### src/rtl/uart_cmd_parser.sv
// Frame parser from uart_rx bytes to pulse-generator settings.
// Define CMD_CSUM_EN to append and verify an XOR checksum byte.
module uart_cmd_parser #(
    parameter int          CLK_FREQ       = 50_000_000,
    parameter int          TIMEOUT_CYCLES = CLK_FREQ / 500,
    parameter logic [7:0]  HEADER         = 8'h07,
    parameter logic [15:0] RST_WIDTH      = 16'd5
) (
    input  logic        sys_clk,
    input  logic        sys_rst_n,
    input  logic [7:0]  po_data,
    input  logic        po_flag,
    output logic [15:0] pulse_width1,
    output logic [15:0] pulse_width2,
    output logic [15:0] pulse_gap,
    output logic [1:0]  ch_en,
    output logic        cmd_valid,
    output logic        frame_err,
    output logic        busy
);

`ifdef CMD_CSUM_EN
    localparam int FRAME_LEN = 10;
`else
    localparam int FRAME_LEN = 9;
`endif
    localparam int TW = $clog2(TIMEOUT_CYCLES + 1);

    typedef enum logic {
        IDLE,
        RECV
    } state_t;

    state_t      state_q, state_d;
    logic [3:0]  cnt_q, cnt_d;
    logic [TW-1:0] to_q, to_d;
    logic [1:0]  pen_q, pen_d;
    logic [15:0] pw1_q, pw1_d;
    logic [15:0] pw2_q, pw2_d;
    logic [15:0] pgap_q, pgap_d;
    logic [15:0] w1_q, w1_d;
    logic [15:0] w2_q, w2_d;
    logic [15:0] gap_q, gap_d;
    logic [1:0]  en_q, en_d;
    logic        cv_q, cv_d;
    logic        fe_q, fe_d;
    logic        csum_ok;
    logic        last;
`ifdef CMD_CSUM_EN
    logic [7:0]  csum_q, csum_d;
`endif

    // Pending fields with the current byte merged into its slot.
    always_comb begin
        pen_d  = pen_q;
        pw1_d  = pw1_q;
        pw2_d  = pw2_q;
        pgap_d = pgap_q;
        case (cnt_q)
            4'd1:    pen_d[0]      = po_data[0];
            4'd2:    pen_d[1]      = po_data[0];
            4'd3:    pw1_d[15:8]   = po_data;
            4'd4:    pw1_d[7:0]    = po_data;
            4'd5:    pw2_d[15:8]   = po_data;
            4'd6:    pw2_d[7:0]    = po_data;
            4'd7:    pgap_d[15:8]  = po_data;
            4'd8:    pgap_d[7:0]   = po_data;
            default: ;
        endcase
    end

    assign last = (cnt_q == 4'(FRAME_LEN - 1));
`ifdef CMD_CSUM_EN
    assign csum_ok = (csum_q == po_data);
`else
    assign csum_ok = 1'b1;
`endif

    always_comb begin
        state_d = state_q;
        cnt_d   = cnt_q;
        to_d    = to_q;
        w1_d    = w1_q;
        w2_d    = w2_q;
        gap_d   = gap_q;
        en_d    = en_q;
        cv_d    = 1'b0;
        fe_d    = 1'b0;
`ifdef CMD_CSUM_EN
        csum_d  = csum_q;
`endif
        case (state_q)
            IDLE: begin
                cnt_d = 4'd0;
                to_d  = '0;
                if (po_flag && po_data == HEADER) begin
                    state_d = RECV;
                    cnt_d   = 4'd1;
`ifdef CMD_CSUM_EN
                    csum_d  = po_data;
`endif
                end
            end
            RECV: begin
                if (po_flag) begin
                    to_d = '0;
                    if (last) begin
                        state_d = IDLE;
                        cnt_d   = 4'd0;
                        if (csum_ok) begin
                            w1_d  = pw1_d;
                            w2_d  = pw2_d;
                            gap_d = pgap_d;
                            en_d  = pen_d;
                            cv_d  = 1'b1;
                        end else begin
                            fe_d  = 1'b1;
                        end
                    end else begin
                        cnt_d = cnt_q + 4'd1;
`ifdef CMD_CSUM_EN
                        csum_d = csum_q ^ po_data;
`endif
                    end
                end else if (to_q == TW'(TIMEOUT_CYCLES - 1)) begin
                    state_d = IDLE;
                    cnt_d   = 4'd0;
                    to_d    = '0;
                    fe_d    = 1'b1;
                end else begin
                    to_d = to_q + 1'b1;
                end
            end
            default: state_d = IDLE;
        endcase
    end

    always_ff @(posedge sys_clk) begin
        if (!sys_rst_n) begin
            state_q <= IDLE;
            cnt_q   <= 4'd0;
            to_q    <= '0;
            pen_q   <= 2'b00;
            pw1_q   <= 16'd0;
            pw2_q   <= 16'd0;
            pgap_q  <= 16'd0;
            w1_q    <= RST_WIDTH;
            w2_q    <= RST_WIDTH;
            gap_q   <= RST_WIDTH;
            en_q    <= 2'b11;
            cv_q    <= 1'b0;
            fe_q    <= 1'b0;
`ifdef CMD_CSUM_EN
            csum_q  <= 8'd0;
`endif
        end else begin
            state_q <= state_d;
            cnt_q   <= cnt_d;
            to_q    <= to_d;
            if (state_q == RECV && po_flag) begin
                pen_q  <= pen_d;
                pw1_q  <= pw1_d;
                pw2_q  <= pw2_d;
                pgap_q <= pgap_d;
            end
            w1_q    <= w1_d;
            w2_q    <= w2_d;
            gap_q   <= gap_d;
            en_q    <= en_d;
            cv_q    <= cv_d;
            fe_q    <= fe_d;
`ifdef CMD_CSUM_EN
            csum_q  <= csum_d;
`endif
        end
    end

    assign pulse_width1 = w1_q;
    assign pulse_width2 = w2_q;
    assign pulse_gap    = gap_q;
    assign ch_en        = en_q;
    assign cmd_valid    = cv_q;
    assign frame_err    = fe_q;
    assign busy         = (state_q == RECV);

endmodule

### config.mk
export PLATFORM = sky130hd
export DESIGN_NAME = uart_cmd_parser
export DESIGN_NICKNAME = d
export VERILOG_FILES = /design/src/rtl/uart_cmd_parser.sv
export SDC_FILE = /design/constraint.sdc
export NUM_CORES = 1
export LEC_CHECK = 0
export ABC_CLOCK_PERIOD_IN_PS = 3700
export CAP_MARGIN = 10
export CORE_MARGIN = 8
export CORE_UTILIZATION = 58
export CTS_BUF_LIST = sky130_fd_sc_hd__clkbuf_4 sky130_fd_sc_hd__clkbuf_8 sky130_fd_sc_hd__clkbuf_16
export DETAILED_ROUTE_END_ITERATION = 6
export PLACE_DENSITY = 0.84
export SYNTH_ARGS = -nofsm -noshare
export SYNTH_HDL_FRONTEND = slang
export SYNTH_SLANG_ARGS = --single-unit
### constraint.sdc
create_clock -name sys_clk -period 3.7 [get_ports sys_clk]
set_input_delay 0.555 -clock sys_clk [delete_from_list [all_inputs] [get_ports sys_clk]]
set_output_delay 0.555 -clock sys_clk [all_outputs]
set_load 0.005 [all_outputs]
# Word-level counts from Yosys, hierarchy flattened
# Cells that the tools add are included.
dict set report word_totals {
  register_bits 124
  inputBits 11
  output_inout_bits 53
  wordCells 56
}
dict set report classes {
  n_addsub 2
  n_eq_ne 11
  muxes 23
  n_bitwise 2
  n_reduce_logical 5
}
# operator n
set ops {}
lappend ops {{$mux W8} 6}
lappend ops {{$mux W17} 2}
lappend ops {{$pmux W17 S2} 1}
lappend ops {{$add A17 B1 Y17 const B} 1}
lappend ops {{$eq A17 B17 Y1 const B} 1}
lappend ops {{$eq A4 B3 Y1 const B} 4}
lappend ops {{$mux W4} 3}
lappend ops {{$mux W1} 9}
lappend ops {{$eq A4 B2 Y1 const B} 2}
lappend ops {{$eq A8 B3 Y1 const B} 1}
lappend ops {{$pmux W4 S2} 1}
lappend ops {{$reduce_and A3 Y1} 2}
lappend ops {{$add A4 B1 Y4 const B} 1}
lappend ops {{$eq A4 B1 Y1 const B} 1}
lappend ops {{$eq A4 B4 Y1 const B} 1}
lappend ops {{$ne A3 B2 Y1 const B} 1}
lappend ops {{$reduce_or A3 Y1} 1}
lappend ops {{$logic_and A1 B1 Y1} 2}
lappend ops {{$not A1 Y1} 2}
lappend ops {{$pmux W1 S2} 1}

# Logic depth before layout (Yosys ltp)
dict set report logic_depth {
  ltp_word 4
  ltp_mapped 9
}

# Worst setup path before layout
# No wires, ideal clock.
dict set report synth_path {
  kind {input-to-reg}
  startpoint {input po_flag}
  endpoint {register w1_q[0] (netlist: pulse_width1[0])}
  t_arrival_ns 1.520
  path_slack_ns 2.043
  stages 8
  path_cell_list {and2_1 > buf_2 > and3_1 > buf_2 > buf_4 > buf_2 > nand2_1 > nand3_1}
}
dict set report synth_between {
  elab_chain_len 1
}
# element line_no
set synth_rtl {}
lappend synth_rtl {{start, declared} 12} ;# input logic po_flag,
lappend synth_rtl {{$reduce_and A3 Y1 (no source line)} -}
lappend synth_rtl {{end signal, assigned} 166} ;# w1_q <= w1_d;
lappend synth_rtl {{end, declared} 41} ;# logic [15:0] w1_q, w1_d;
# Every way passes these cells.
# A chain may end at the register's enable or synchronous reset.

# Final worst setup path
dict set report layout_path {
  startpoint {register cnt_q[1]}
  endpoint {register pw2_q[13]}
}
dict set report layout_between {
  elab_chain_len 2
}
# element line_no
set layout_rtl {}
lappend layout_rtl {{start, declared} 35} ;# logic [3:0] cnt_q, cnt_d;
lappend layout_rtl {{start signal, assigned} 158} ;# cnt_q <= cnt_d;
lappend layout_rtl {{$eq A4 B3 Y1} 59} ;# case (cnt_q)
lappend layout_rtl {{$mux W8} 59}
lappend layout_rtl {{end signal, assigned} 163} ;# pw2_q <= pw2_d;
lappend layout_rtl {{end, declared} 39} ;# logic [15:0] pw2_q, pw2_d;
# Every way passes these cells.

==> flow_metrics.tcl <==
set metrics [dict create \
    rsz0062_at_grt "no" \
    finalClockSkew_ns 0.00603 \
    finalWirelength_um 12100 \
    synth_ff_type "dfxtp_1" \
    path_class "reg2reg" \
    regToRegEndpoint "pw2_q[13]$_SDFFE_PN0P_" \
    yosys-top-cells-area "dfxtp_1 (49%), mux2i_1 (8.9%), nand2_1 (7.1%)" \
    clk-insertion-delay-late_ns 0.52 \
    clkTransAtPathRegs_ns 0.06 \
    end_kind "register" \
    postCtsSetupRepairBufs 0 \
    power_density_nw_per_um2 496 \
    ys_types 34 \
    final.min_clock_period_ns 2.38 \
    fin_tns_setup_ns 0 \
    min_from "pulse_width1[6]$_SDFFE_PN0P_" \
    r2r_slack_ns 1.32 \
    worst_pin_slew_ns 0.996 \
    syn_nets 567 \
    core_sq_um 8050 \
    die-area_sq_um 11300 \
    first_global_vias 4134 \
    place.gp.congestion 0.852 \
    fin_crit_sh_pct 64.3 \
    wl_per_cell_um 17.1 \
    ys_warn_count 0 \
    status "completed" \
    fmax_mhz 420 \
    fillCellCount 556 \
    clk_path_buf_depth 2 \
    hold_depth 2 \
    final_cells 708 \
    layout_common_cells "dfxtp_1 (116), nand2_1 (89), clkdlybuf4s50_1 (63)" \
    startpoint_type "register" \
    yosysTopAreaCellShare_pct 49.2 \
    routed_via_density 5.86 \
    vias 4147 \
    die_w_um 106 \
    clockRootBuffer "clkbuf_8" \
    synth-async-reset-ratio_pct 0 \
    required_ns 4.13 \
    numCtsBuffers 17 \
    antenna_found_initial 0 \
    p_leak_uw 0.00213 \
    slew_viol_final 0 \
    synth.cell_area_sq_um 4720 \
    whs_ns 0.455 \
    irDropWorstVdd_uv 333 \
    synth_enable_flop_cells 0 \
    finalHoldViolCount 0 \
    arrival_ns 2.81 \
    clock_sinks 116 \
    holdPathEnd "pulse_width1[6]$_SDFFE_PN0P_" \
    syn_inst 551 \
    placed_area_sq_um 5340 \
    grt_max_degree 68 \
    ios 64 \
    cap_viol_max_count 0 \
    slew_headroom_pct 33.4 \
    synth_seq_area_share_pct 49.2 \
    diodes 0 \
    ant_nets 0 \
    avgSynthCellArea_sq_um 8.57 \
    track_usage_pct 21.5 \
    rows 33 \
    cts_tree "built" \
    grt_pass1_wl_um 19500 \
    critPathMaxFanout 17 \
    mostFrequentLayoutCell "dfxtp_1" \
    reg2reg_from "cnt_q[1]$_SDFFE_PN0P_" \
    firstDrtPassIters 5 \
    port-buffer-count 63 \
    die_h_um 106 \
    area_growth_pct 25.8 \
    hpwlAfterDp_um 7190 \
    finalNetCount 606 \
    yosys.area.top_type "dfxtp_1" \
    post-route-drc-count 0 \
    ctsHoldBuffers 0 \
    layout-drive-gt1-share_pct 6.63 \
    final_area_sq_um 5940 \
    r2r_cells 6 \
    setup-violations-final 0 \
    cts.htree.levels 4 \
    dp.cells 676 \
    grt.overflow.total 0 \
    synth-seq-cells 116 \
    start_util_pct 58.6 \
    drt-initial-drc-count 344 \
    hold_path.class "reg2reg" \
    cts_resized 0 \
]
-- worst max-delay path by stage --
| stage | endpoint | depth (start not counted) | slack (ns) | start |
|---|---|---|---|---|
| 3_3_place_gp | pulse_width2[10]$_SDFFE_PN0P_ | 6 | 1.05 | po_flag |
| 6_report | pw2_q[13]$_SDFFE_PN0P_ | 6 | 1.32 | cnt_q[1]$_SDFFE_PN0P_ |
| 4_1_cts | pw2_q[13]$_SDFFE_PN0P_ | 6 | 1.41 | cnt_q[1]$_SDFFE_PN0P_ |
| 2_1_floorplan | pulse_width1[0]$_SDFFE_PN1P_ | 8 | 2.04 | po_flag |
| 5_1_grt | pw2_q[13]$_SDFFE_PN0P_ | 6 | 1.17 | cnt_q[1]$_SDFFE_PN0P_ |
| 3_5_place_dp | pulse_width2[14]$_SDFFE_PN0P_ | 6 | 0.95 | po_flag |
-- cells in the mapped netlist (4+ instances only) --
cell      count
nand4_1       8
clkbuf_1     27
nor4_1        5
a211oi_1     31
o211ai_1      4
a21oi_1      55
nand3_1      14
o21ai_0      28
xor2_1        4
nor3_1        4
ha_1          5
nand2_1      89
mux2i_1      42
inv_1         5
buf_2        19
or3_1         4
dfxtp_1     116
xnor2_1       8
nor2_1       61
-- final cells by class --
| type | count | area (sq um) | share of cell area, % |
|---|---|---|---|
| clock buffer | 18 | 422 | 7.10 |
| tap | 105 | 131 | 2.21 |
| sequential | 116 | 2320 | 39.1 |
| timing repair buffer | 67 | 686 | 11.5 |
| clock inverter | 14 | 180 | 3.03 |
| inverter | 6 | 22.5 | 0.379 |
| multi-input combinational | 382 | 2170 | 36.6 |
-- flip-flops by register name (all words and copies together), names as in the netlist --
register and cells:
pw1_q 16, cnt_q 4, pen_q 2, cmd_valid 1, pgap_q 8, ch_en 2
frame_err 1, pulse_width2 16, to_q 17, pulse_width1 16, pulse_gap 16, busy 1
pw2_q 16
-- power breakdown --
group / internal [uW] / switching (uW) / leakage [uW]
Combinational: 14.4 / 40.1 / 0.000921
Clock: 1040 / 602 / 0.000278
Sequential: 1250 / 0.0787 / 0.000934
Total: 2300 / 642 / 0.00213
-- worst max-delay path, cell delays in order, from the launching register on --
cell and delay (ns):
dfxtp_1 0.34, inv_1 0.11, ha_1 0.20, nand3b_1 0.59, nor2_1 0.67, nand2_1 0.14, a21oi_1 0.22
-- cells by family (layout without fill, tap and decap cells) --
| kind of cell | count (synthesis) | count (layout) | synth area share, % |
|---|---|---|---|
| AND/OR/NAND/NOR | 202 | 202 | 18.7 |
| AO/OA/AOI/OAI | 121 | 121 | 14.9 |
| flip-flops | 116 | 116 | 49.2 |
| buffers and inverters | 53 | 105 | 4.80 |
| multiplexers | 42 | 42 | 8.91 |
| XOR/XNOR | 12 | 12 | 2.23 |
| adder cells (fa/ha/maj) | 5 | 5 | 1.33 |
-- routing by layer --
| metal | track usage (%) | vias to the layer above | share of wire (%) |
|---|---|---|---|
| li1 | - | 1984 | - |
| met3 | 6.84 | 40 | 6.5 |
| met2 | 35.2 | 162 | 49 |
| met1 | 23.6 | 1961 | 41 |
| met5 | 0 | - | 0 |
| met4 | 14.1 | 0 | 3.5 |
-- per-stage QoR --
stage / power (uW) / util (%) / worst slack, ns
finish: 2950 / 73.7 / 1.32
global route: 3020 / 73.7 / 1.17
CTS: 2950 / 73.7 / 1.41
detailed placement: 1330 / 66.3 / 0.952
global placement: 1330 / 66.3 / 1.05
floorplan: 1300 / - / 2.04
Power figures use the tool's default switching activity.
